[src/rtl/booth_mul64_seq.sv]
// Sequential radix-2 Booth multiplier, 64x64 signed -> 128-bit signed product.
// Each EXEC cycle performs one add/subtract/pass through a 65-bit CLA, then
// shifts {A, Q, q_m1} right by one arithmetically. 64 iterations per product.

// 65-bit carry-lookahead adder: 16 four-bit lookahead groups plus a top bit.
module cla65 (
  input  logic [64:0] a,
  input  logic [64:0] b,
  input  logic        ci,
  output logic [64:0] s,
  output logic        co
);
  logic [64:0] w_g;
  logic [64:0] w_p;
  logic [16:0] w_gc;   // carry into each 4-bit group; w_gc[16] feeds bit 64

  assign w_g     = a & b;
  assign w_p     = a ^ b;
  assign w_gc[0] = ci;

  genvar gi;
  generate
    for (gi = 0; gi < 16; gi = gi + 1) begin : g_grp
      logic [3:0] w_gg;
      logic [3:0] w_pp;
      logic [3:0] w_c;   // carry into each bit of this group
      logic       c_in;

      assign w_gg = w_g[4*gi +: 4];
      assign w_pp = w_p[4*gi +: 4];
      assign c_in = w_gc[gi];

      // Full lookahead inside the group, group carries ripple between groups.
      assign w_c[0] = c_in;
      assign w_c[1] = w_gg[0] | (w_pp[0] & c_in);
      assign w_c[2] = w_gg[1] | (w_pp[1] & w_gg[0]) | (w_pp[1] & w_pp[0] & c_in);
      assign w_c[3] = w_gg[2] | (w_pp[2] & w_gg[1]) | (w_pp[2] & w_pp[1] & w_gg[0])
                    | (w_pp[2] & w_pp[1] & w_pp[0] & c_in);
      assign w_gc[gi+1] = w_gg[3] | (w_pp[3] & w_gg[2]) | (w_pp[3] & w_pp[2] & w_gg[1])
                        | (w_pp[3] & w_pp[2] & w_pp[1] & w_gg[0])
                        | (w_pp[3] & w_pp[2] & w_pp[1] & w_pp[0] & c_in);

      assign s[4*gi +: 4] = w_pp ^ w_c;
    end
  endgenerate

  assign s[64] = w_p[64] ^ w_gc[16];
  assign co    = w_g[64] | (w_p[64] & w_gc[16]);
endmodule

module booth_mul64_seq (
  input  logic         clk,
  input  logic         reset,
  input  logic         op_start,
  input  logic         op_clear,
  input  logic [63:0]  multiplicand,
  input  logic [63:0]  multiplier,
  output logic         op_done,
  output logic [127:0] result
);
  localparam logic [1:0] S_IDLE = 2'd0;
  localparam logic [1:0] S_EXEC = 2'd1;
  localparam logic [1:0] S_DONE = 2'd2;

  logic [1:0]   r_state;
  logic [64:0]  r_a;       // 65 bits so A-M with M=-2^63 cannot overflow
  logic [63:0]  r_q;
  logic         r_qm1;
  logic [64:0]  r_m;       // sign-extended multiplicand
  logic [6:0]   r_count;
  logic [127:0] r_result;

  logic [64:0]  w_b;
  logic         w_ci;
  logic [64:0]  w_sum;
  logic         w_cla_co_unused;
  logic [64:0]  w_a_shift;
  logic [63:0]  w_q_shift;

  // Booth decode of {Q[0], q_m1}: select +M, -M (~M with carry-in) or zero.
  always_comb begin
    w_b  = 65'd0;
    w_ci = 1'b0;
    case ({r_q[0], r_qm1})
      2'b01:   w_b = r_m;
      2'b10: begin
        w_b  = ~r_m;
        w_ci = 1'b1;
      end
      default: begin
        w_b  = 65'd0;
        w_ci = 1'b0;
      end
    endcase
  end

  cla65 u_cla (
    .a  (r_a),
    .b  (w_b),
    .ci (w_ci),
    .s  (w_sum),
    .co (w_cla_co_unused)
  );

  // Arithmetic right shift of {A', Q} with the sign bit of A' replicated.
  assign w_a_shift = {w_sum[64], w_sum[64:1]};
  assign w_q_shift = {w_sum[0], r_q[63:1]};

  // Control FSM and datapath registers; clear has priority over start.
  always_ff @(posedge clk or posedge reset) begin
    if (reset) begin
      r_state  <= S_IDLE;
      r_a      <= 65'd0;
      r_q      <= 64'd0;
      r_qm1    <= 1'b0;
      r_m      <= 65'd0;
      r_count  <= 7'd0;
      r_result <= 128'd0;
    end else if (op_clear) begin
      r_state  <= S_IDLE;
      r_a      <= 65'd0;
      r_q      <= 64'd0;
      r_qm1    <= 1'b0;
      r_count  <= 7'd0;
      r_result <= 128'd0;
    end else begin
      case (r_state)
        S_IDLE, S_DONE: begin
          if (op_start) begin
            r_m     <= {multiplicand[63], multiplicand};
            r_q     <= multiplier;
            r_a     <= 65'd0;
            r_qm1   <= 1'b0;
            r_count <= 7'd0;
            r_state <= S_EXEC;
          end
        end
        S_EXEC: begin
          r_a     <= w_a_shift;
          r_q     <= w_q_shift;
          r_qm1   <= r_q[0];
          r_count <= r_count + 7'd1;
          if (r_count == 7'd63) begin
            r_result <= {w_a_shift[63:0], w_q_shift};
            r_state  <= S_DONE;
          end
        end
        default: r_state <= S_IDLE;
      endcase
    end
  end

  assign op_done = (r_state == S_DONE);
  assign result  = r_result;
endmodule

[config.mk]
export PLATFORM = sky130hd
export DESIGN_NAME = booth_mul64_seq
export DESIGN_NICKNAME = d
export VERILOG_FILES = /design/src/rtl/booth_mul64_seq.sv
export SDC_FILE = /design/constraint.sdc
export NUM_CORES = 1
export LEC_CHECK = 0
export BUFFER_PORTS_ARGS = -buffer_cell sky130_fd_sc_hd__buf_2
export CAP_MARGIN = 40
export CORE_MARGIN = 1.5
export CORE_UTILIZATION = 40
export CTS_CLUSTER_SIZE = 16
export DETAILED_ROUTE_END_ITERATION = 16
export PLACE_DENSITY_LB_ADDON = 0.15
export SYNTH_ARGS = -nofsm -noshare
export SYNTH_HDL_FRONTEND = slang
export SYNTH_SLANG_ARGS = --single-unit
[constraint.sdc]
create_clock -name clk -period 18.5 [get_ports clk]
set_input_delay 3.7 -clock clk [delete_from_list [all_inputs] [get_ports clk]]
set_output_delay 3.7 -clock clk [all_outputs]
set_load 0.02 [all_outputs]
### Word level (Yosys, flattened, before mapping)

Index checks and enable logic that the tools add are counted.

| cells by class | value |
|---|---|
| $add $sub $neg | 1 |
| eq/ne operators | 7 |
| multiplexer cells | 21 |
| bitwise gates (word level) | 437 |
| reduce and logical (&&, ||, !) cells | 9 |

Operator list:

| kind | number |
|---|---|
| 128-bit 2-to-1 mux | 3 |
| 65-bit case mux with 2 select lines | 2 |
| 1-bit bitwise AND | 256 |
| 1-bit bitwise OR | 160 |
| 65-bit 2-to-1 mux | 2 |
| 64-bit 2-to-1 mux | 2 |
| 64-bit case mux with 2 select lines | 1 |
| 65-bit NOT | 1 |
| 65-bit bitwise XOR | 1 |
| 64-bit bitwise AND | 1 |
| 4-bit bitwise XOR | 16 |
| 7-bit 2-to-1 mux | 2 |
| 7-bit case mux with 2 select lines | 1 |
| 7-bit by 1-bit adder with 7-bit output (second input constant) | 1 |
| 7-bit by 6-bit equality test with 1-bit output (second input constant) | 1 |
| 2-bit 2-to-1 mux | 3 |
| 3-bit inequality test (second input constant) | 2 |
| 2-bit AND reduction | 3 |
| 2-bit by 1-bit equality test with 1-bit output (second input constant) | 2 |
| 2-bit equality test (second input constant) | 2 |
| 2-bit case mux with 2 select lines | 1 |
| 2-bit nonzero test | 2 |
| 1-bit 2-to-1 mux | 3 |
| 3-bit AND reduction | 1 |
| other kinds (6) | 6 |

| word-level totals | value |
|---|---|
| register bits after elaboration | 331 |
| bits of input ports | 132 |
| output and inout bits | 129 |
| logic and storage cells | 482 |

### Depth between registers and ports, before layout

Gate-level depths: netlist (run 1).

| logic depth | value |
|---|---|
| depth after elaboration | 42 |
| gate-level depth with buffers | 19 |

### Cells and area by module

From an unflattened synthesis (run 1), not the netlist that was laid out.

| unflattened totals | value |
|---|---|
| cells, all modules | 1663 |
| area, all modules | 16772.3 um^2 |

Modules (own cells, without submodules):

| module | instances | cells each | area each (um^2) | sequential area each (um^2) |
|---|---|---|---|---|
| booth_mul64_seq | 1 | 1317 | 13915.8 | 8257.9 |
| cla65 | 1 | 346 | 2856.5 | 0.0 |

### Worst setup path after synthesis (run 1)

No wires, ideal clock.

| timing | value |
|---|---|
| path type | input -> register |
| start point | input op_clear |
| end point | register r_result[10], in the netlist result[10] |
| setup time | 66 ps |
| arrival time | 5167 ps |
| data required time | 18434 ps |
| slack | 13267 ps |
| stages on the path | 7 |
| path through | clkbuf_1 nand2b_1 clkbuf_1 nor3_1 clkbuf_1 buf_1 a22o_1 |

| between the ends | value |
|---|---|
| cells in the longest elaborated chain, start to end | 2 |
| elaborated cells between the ends (all ways) | 4 |
| those cells by class | mux: 1; reduce/logical: 3 |

RTL lines:

| item | RTL line | RTL |
|---|---|---|
| start, declared | 55 | `input logic op_clear,` |
| 2-bit nonzero test (no line) | n/a |  |
| 2-bit AND reduction (no line) | n/a |  |
| end signal, assigned | 144 | `r_result <= {w_a_shift[63:0], w_q_shift};` |
| end, declared | 71 | `logic [127:0] r_result;` |

Parallel ways exist; a longest one is shown, timed or not.
A chain may end at the register's enable or synchronous reset.

==> results.yml, run 1 <==
sta:
  hold_violations: 0
  fmax_ghz: 0.1861
  period_share_pct: 29.05
  rsz0062_at_grt: "no"
  drv_slew: 0
  setup_viol: 0
  hold_ws_ns: 0.4767
  final.setup.tns_ns: 0
  post-route-min-period_ns: 5.374
  tightest_slew_ns: 0.8306
  skew_ns: 0.01867
  relSlewSlack_pct: 44.63
die:
  design.die.area_um2: 41560
  die_h_um: 203.9
  initial_utilization_pct: 40.62
  core-area_um2: 39730
  ioPinCount: 261
  die_x_um: 203.9
  rows: 73
final_layout:
  drive_above_1_share_pct: 25.33
  final_common_cell: "dfrtp_1"
  stdcell_count: 2272
  layout.nets: 1928
  post-route-util_pct: 49.06
  syn_to_final_growth_pct: 20.78
  final_cell_mix: "dfrtp_1 (330), buf_2 (259), nand2_1 (189)"
worst_hold_path:
  worstHoldStart: "result[121]"
  worst_hold_path.num_cells: 2
  worst_hold_path_type: "reg -> reg"
drt:
  postRouteAntennaNets: 0
  vias: 12289
  wl_mm: 43.79
  wl_met1_mm: 20.72
  first_iter_violations: 495
  wl_per_cell_um: 19.27
  drc_errors: 0
  firstDrtPassIters: 5
  vias_per_cell: 5.409
  top_layer_used: "met4"
  dr_wl_met3_mm: 2.748
  dr_wl_met2_mm: 19.31
synth:
  synth_top_flop_cell: "dfrtp_1"
  synth_async_sr_flop_share_pct: 100.0
  synth_warnings: 0
  ys_ff_latch: 330
  synth_cell_types: 60
  syn_area_per_cell_um2: 10.89
  syn_area_um2: 16140
  syn_nets: 1695
  ys_seq_area_share_pct: 51.17
  synth_edf_count: 0
  syn_inst: 1482
critical_path:
  worstSetupPathType: "in -> async"
  regToRegEndpoint: "r_a[60]"
  cp.arrival_ns: 6.09
  cp_max_fo: 66
  r2r_slack_ns: 13.54
  timing.rr.start: "r_q[0]"
  crit_path_end_kind: "asynchronous set/reset pin"
  worstPathRequired_ns: 19.22
  start_kind: "input pin"
  r2r_cells: 16
  startpoint: "reset"
  crit_end: "r_m[43]"
clock_tree:
  clk_latency_ns: 0.55
  cts_buffers: 39
  holdBufCountCts: 0
  cts_buffer_depth: 3
  clk_pin_slew_ns: 0.06
  root_buffer: "clkbuf_16"
  tritoncts: "done"
  cts_sinks: 330
  post_cts_buffers: 0
  cts_resized: 0
  h-tree-depth: 2
placement:
  dp_hpwl_mm: 29.57
  numPortBuffers: 260
  gp_congestion: 0.7846
  dp_cells: 2199
grt:
  overflow: 0
  grt_pass1_vias: 12273
  track_usage_pct: 21.41
  antenna_found_initial: 1
  grt_pass1_wl_mm: 69.85
  grt_start_max_net_pins: 88
job:
  max_cap_violations: 0
pwr:
  leakage_nw: 9.907
  peakVddDrop_mv: 0.07096
  cellPowerDensity_nw_per_um2: 98.08
  total_power_mw: 1.912
run_status:
  status: "complete, no violations"
## layout make-up
class	instances	area, µm²
well taps	525	656.9
repair buffers	284	1617
diodes	2	5.005
inverters	15	63.81
flip-flops and latches	330	8258
fillers	3655	20240
clock inverters	12	171.4
clock buffers	59	1184
multi-input cells	1045	7538
## synthesized netlist by cell type (4+ instances only)
master / instances / area (µm²)
xor2_1: 21 / 183.9
inv_1: 15 / 56.30
a22o_1: 136 / 1191
mux2_2: 65 / 732.0
nand4_1: 5 / 31.28
o21a_1: 4 / 30.03
fa_1: 16 / 320.3
nand2b_1: 7 / 43.79
nor2_1: 102 / 382.9
xnor2_1: 22 / 192.7
and3_1: 5 / 31.28
a211oi_1: 69 / 518.0
dfrtp_1: 330 / 8258
nor2b_1: 4 / 25.02
a21o_1: 22 / 165.2
mux2i_1: 63 / 630.6
nand2_1: 189 / 709.4
nand3_1: 11 / 55.05
o21bai_1: 8 / 60.06
buf_1: 9 / 33.78
o21ai_1: 5 / 25.02
clkbuf_1: 83 / 311.6
o22ai_1: 4 / 25.02
a21oi_1: 66 / 330.3
ha_1: 65 / 813.3
o21ai_0: 108 / 540.5
nor3_1: 5 / 25.02
## through the flow
step / area, µm² / setup WS, ns
floorplan: 16140 / 5.660
CTS: 19490 / 12.99
global placement: 17940 / 12.10
global route: 19490 / 12.74
detailed placement: 18130 / 12.39
finish: 19490 / 13.13
## worst max-delay path, stage by stage
cell and delay [ns]:
buf_2 0.13, inv_8 0.31, buf_16 0.34, buf_4 0.72, buf_4 0.49, buf_16 0.29
## flip-flops by register name, indices dropped and copies added (netlist names)
signal   cells
r_m         64
r_state      2
result     128
r_qm1        1
r_count      7
r_q         64
r_a         64
## cell families (layout without fill, tap and decap cells)
group | Yosys count | in the layout | share of synthesized area [%]
fa+ha+maj | 81 | 81 | 7.024
mux | 128 | 128 | 8.442
compound gates | 451 | 451 | 19.77
flops | 330 | 330 | 51.17
other cells | 0 | 2 | 0
simple gates | 342 | 342 | 8.776
buf+inv | 107 | 370 | 2.489
xor+xnor | 43 | 43 | 2.334
## per-layer routing
metal	up-vias	global-route usage, %
li1	5863	-
met1	6031	30.53
met2	342	33.07
met3	53	4.448
met4	0	5.635
met5	-	0
## power by group
part	leakage (nW)	total, mW	switching (mW)	internal [mW]
clock	0.663	0.809	0.310	0.498
combinational	4.84	0.276	0.160	0.115
sequential	4.40	0.828	0.0462	0.781
## worst min-delay path by stage
stage	to	slack [ns]
2_1_floorplan	r_count[5]	0.45
3_3_place_gp	result[90]	0.46
3_5_place_dp	result[121]	0.47
4_1_cts	result[121]	0.48
5_1_grt	r_count[5]	0.51
6_report	result[121]	0.48
Power figures use the tool's default switching activity.
==> run 2, diff against run 1 <==
- clock period: 18.5 -> 4.7 ns (I/O delays scaled with it)
==> results.yml, run 2 (synthesized netlist as in run 1, its figures left out) <==
grt:
  antenna_found_initial: 2
  overflow: 0
  grt_pass1_wl_mm: 69.97
  grt_start_max_net_pins: 116
  track_usage_pct: 21.35
  grt_pass1_vias: 12319
die:
  rows: 73
  design.die.area_um2: 41560
  die_h_um: 203.9
  core-area_um2: 39730
  ioPinCount: 261
  initial_utilization_pct: 40.62
  die_x_um: 203.9
pwr:
  leakage_nw: 9.834
  cellPowerDensity_nw_per_um2: 380.8
  peakVddDrop_mv: 0.2733
drt:
  vias_per_cell: 5.404
  firstDrtPassIters: 6
  wl_mm: 43.67
  first_iter_violations: 653
  vias: 12246
  drc_errors: 0
  postRouteAntennaNets: 0
  wl_per_cell_um: 19.27
clock_tree:
  tritoncts: "done"
  cts_sinks: 330
  cts_resized: 0
  post_cts_buffers: 0
  cts_buffer_depth: 3
  clk_pin_slew_ns: 0.06
  holdBufCountCts: 0
  root_buffer: "clkbuf_16"
  cts_buffers: 39
  clk_latency_ns: 0.56
  h-tree-depth: 2
final_layout:
  syn_to_final_growth_pct: 19.81
  final_cell_mix: "dfrtp_1 (330), buf_2 (259), nand2_1 (189)"
  layout.nets: 1929
  largest_register_ffs: 128
  final_common_cell: "dfrtp_1"
  post-route-util_pct: 48.67
  drive_above_1_share_pct: 25.06
  stdcell_count: 2266
sta:
  hold_violations: 0
  period_share_pct: 91.58
  tightest_slew_ns: 0.8906
  drv_slew: 0
  hold_ws_ns: 0.4779
  relSlewSlack_pct: 40.63
  rsz0062_at_grt: "no"
  fmax_ghz: 0.2323
  post-route-min-period_ns: 4.304
  setup_viol: 0
  layout_setup_ws_ns: 0.3957
  final.setup.tns_ns: 0
  skew_ns: 0.01929
placement:
  dp_hpwl_mm: 29.50
  dp_cells: 2200
  gp_congestion: 0.8062
  post-place-ws_ns: 0.3155
  numPortBuffers: 260
critical_path:
  path_buf_inv: 3
  cp.arrival_ns: 4.76
  worstPathRequired_ns: 5.16
  crit_family: "compound AO/OA/AOI/OAI gates"
  critPathSlowestCell: "and2b_4"
  critPathMaxStageDelay_ns: 0.51
  worstPathCellList: "and2b_4, buf_4, buf_4, nand2_1, o21ai_0, ha_1, a21o_1, a21o_1, a21oi_1, o22ai_1, o2111ai_1, inv_1, nor2_1, o21ai_0, fa_1, xnor2_1, a211oi_1"
  start_kind: "flop"
  worstSetupPathType: "reg -> reg"
  crit_path_end_kind: "flop"
  cp_max_fo: 29
worst_hold_path:
  worst_hold_path_type: "reg -> reg"
run_status:
  status: "complete, no violations"
job:
  max_cap_violations: 0
[run 2: changes by cell type in the layout (fill, tap and decap cells not counted), moves of 2 or more]
cell / previous run / this run
buf_12: 2 / 4
inv_8: 2 / 0
clkbuf_8: 9 / 5
buf_4: 17 / 21
buf_16: 5 / 1
[run 2: stage by stage]
step	area, µm²	total power [mW]
finish	19340	7.363
global route	19330	7.720
CTS	19330	7.478
detailed placement	18070	4.401
global placement	18050	4.377
floorplan	16140	4.034
[run 2: area by class of cell]
type / instances / area, µm²
flip-flops and latches: 330 / 8258
clock buffers: 56 / 1132
fillers: 3705 / 20400
clock inverters: 9 / 122.6
diodes: 1 / 2.502
inverters: 15 / 60.06
repair buffers: 285 / 1562
well taps: 525 / 656.9
multi-input cells: 1045 / 7542
[run 2: worst register-to-register path: cells and delay by family (launching register included)]
kind	cells	cell delay, ns
AOI/OAI and AO/OA	8	1.53
xor gates and xnor gates	1	0.15
buffers and inverters	3	0.67
DFF	1	0.42
adders and majority gates	2	0.72
and+or+nand+nor	3	0.72
[run 2: layer usage]
| layer | part of all wire (%) | vias to the layer above | GRT usage, % | wire length, µm |
|---|---|---|---|---|
| li1 | - | 5864 | - | - |
| met1 | 48 | 6036 | 30.74 | 20820 |
| met2 | 45 | 293 | 32.84 | 19610 |
| met3 | 5.5 | 51 | 3.970 | 2414 |
| met4 | 1.8 | 2 | 5.952 | 806 |
| met5 | 0.039 | - | 0 | 17 |
[run 2: report_power, final]
part | switching [mW] | internal (mW) | total (mW)
combinational | 0.617 | 0.450 | 1.07
clock | 1.19 | 1.83 | 3.02
sequential | 0.201 | 3.08 | 3.28
[run 2: final timing paths]
check | slack (ns) | from | depth (start not counted) | endpoint
max | 0.40 | r_q[0] | 17 | result[124]
min | 0.48 | result[121] | 2 | result[121]
max reg2reg | 0.40 | r_q[0] | 17 | result[124]
min reg2reg | 0.48 | result[121] | 2 | result[121]
max in group asynchronous | 3.13 | reset | 3 | r_a[46]
min in group asynchronous | 0.52 | reset | 2 | result[44]
==> run 3, diff against run 2 <==
- BUFFER_PORTS_ARGS: -buffer_cell sky130_fd_sc_hd__buf_2 -> -buffer_cell sky130_fd_sc_hd__clkbuf_2
- CTS_CLUSTER_DIAMETER: default -> 150
==> results.yml, run 3 (synthesized netlist as in run 1, its figures left out) <==
run_status:
  status: "complete, no violations"
pwr:
  clockPowerShare_pct: 30.8
  intPower_mw: 4.462
  cellPowerDensity_nw_per_um2: 335.0
  leakage_nw: 9.439
  p_seq_share_pct: 52.1
  p_sw_mw: 1.817
  comb_power_share_pct: 17.1
  switching_share_pct: 28.93
  peakVddDrop_mv: 0.1940
sta:
  rsz0062_at_grt: "no"
  tightest_slew_ns: 0.8471
  relSlewSlack_pct: 43.53
  final.setup.tns_ns: 0
  period_share_pct: 90.61
  drv_slew: 0
  fmax_ghz: 0.2348
  post-route-min-period_ns: 4.259
  hold_ws_ns: 0.4818
  setup_viol: 0
  hold_violations: 0
  skew_ns: 0.01039
clock_tree:
  cts_resized: 0
  tritoncts: "done"
  post_cts_buffers: 0
  holdBufCountCts: 0
  clk_latency_ns: 0.55
  root_buffer: "clkbuf_16"
  h-tree-depth: 1
  cts_buffer_depth: 3
  cts_buffers: 24
  clk_pin_slew_ns: 0.08
  cts_sinks: 330
grt:
  grt_pass1_vias: 12461
  grt_start_max_net_pins: 120
  antenna_found_initial: 1
  track_usage_pct: 21.17
  grt_pass1_wl_mm: 70.30
  overflow: 0
critical_path:
  worstPathCellList: "or2b_4, buf_4, o21ai_0, ha_1, a21oi_1, o21ai_0, a211oi_1, nor2_1, and3b_1, o22ai_1, a21oi_2, o21bai_1, fa_1, xor2_1, nand2_1, a21oi_1"
  worstSetupPathType: "reg -> reg"
  path_buf_inv: 1
  r2r_cells: 16
  regToRegEndpoint: "result[116]"
  r2r_slack_ns: 0.44
  cp.arrival_ns: 4.73
  critPathMaxStageDelay_ns: 0.43
  start_kind: "flop"
  crit_family: "compound AO/OA/AOI/OAI gates"
  worstPathRequired_ns: 5.17
  crit_path_end_kind: "flop"
  cp_max_fo: 36
  critPathSlowestCell: "dfrtp_1"
  timing.rr.start: "r_q[0]"
worst_hold_path:
  worst_hold_path_type: "reg -> reg"
  worstHoldStart: "result[121]"
  worst_hold_path.num_cells: 2
  hold_end: "result[121]"
final_layout:
  final_cell_mix: "dfrtp_1 (330), clkbuf_2 (259), nand2_1 (189)"
  drive_above_1_share_pct: 23.79
  post-route-util_pct: 47.16
  largest_register_ffs: 128
  layout.nets: 1911
  fill_cells: 3771
  final_common_cell: "dfrtp_1"
  syn_to_final_growth_pct: 16.10
drt:
  wl_per_cell_um: 19.67
  drc_errors: 0
  vias_per_cell: 5.458
  wl_mm: 43.74
  firstDrtPassIters: 5
  vias: 12138
  postRouteAntennaNets: 0
  first_iter_violations: 781
die:
  die_x_um: 203.9
  ioPinCount: 261
  design.die.area_um2: 41560
  rows: 73
  die_h_um: 203.9
  initial_utilization_pct: 40.62
  core-area_um2: 39730
job:
  max_cap_violations: 0
placement:
  dp_hpwl_mm: 29.68
  numPortBuffers: 260
  gp_congestion: 0.8202
-- run 3: cell count changes in the layout (fill, tap and decap cells not counted), sizes merged --
| cell | previous run | this run |
|---|---|---|
| buf | 285 | 23 |
| bufinv | 3 | 0 |
| clkbuf | 56 | 284 |
| clkinv | 5 | 1 |
| clkinvlp | 2 | 1 |
-- run 3: power groups by stage --
stage	clock network (mW)	logic, mW	registers, mW
final	1.93	1.07	3.27
after detailed placement	0	1.08	3.32
after floorplan	0	0.769	3.26
after global placement	0	1.06	3.32
after global routing	2.10	1.20	3.31
after CTS	2.01	1.09	3.27
-- run 3: worst min-delay path, stage by stage, from the launching register on --
cell and delay (ns):
dfrtp_1 0.35, nand2_1 0.05, o21ai_0 0.06
-- run 3: how the worst max path moves through the flow --
| stage | startpoint | to | slack (ns) | depth (start not counted) |
|---|---|---|---|---|
| floorplan | reset | r_a[0] | -0.65 | 1 |
| global placement | r_q[0] | result[96] | 0.44 | 17 |
| detailed placement | r_q[0] | result[96] | 0.35 | 17 |
| CTS | r_q[0] | result[116] | 0.32 | 16 |
| global route | r_q[0] | result[96] | 0.05 | 17 |
| finish | r_q[0] | result[116] | 0.44 | 16 |
-- run 3: metal layers --
layer	vias to the layer above	global-route usage (%)	share of wire, %
li1	5780	-	-
met1	6025	30.62	48
met2	286	33.20	45
met3	47	3.189	4.9
met4	0	5.397	1.9
met5	-	0	0
-- run 3: area by class of cell --
cell class	count	area, µm²	area share, %
Clock buffer	25	625.6	3.339
Sequential cell	330	8258	44.07
Clock inverter	1	8.758	0.04674
Tap cell	525	656.9	3.506
Timing Repair Buffer	282	1584	8.454
Multi-Input combinational cell	1045	7542	40.25
Inverter	15	60.06	0.3205
Antenna cell	1	2.502	0.01335
-- run 3: stage by stage --
| step | area [µm²] | total power, mW | worst slack (ns) | cells |
|---|---|---|---|---|
| floorplan | 16140 | 4.034 | -0.6467 | 1482 |
| global placement | 18040 | 4.377 | 0.4430 | 2195 |
| detailed placement | 18100 | 4.403 | 0.3515 | 2197 |
| CTS | 18730 | 6.362 | 0.3191 | 2223 |
| global route | 18740 | 6.605 | 0.04822 | 2223 |
| finish | 18740 | 6.278 | 0.4414 | 2224 |
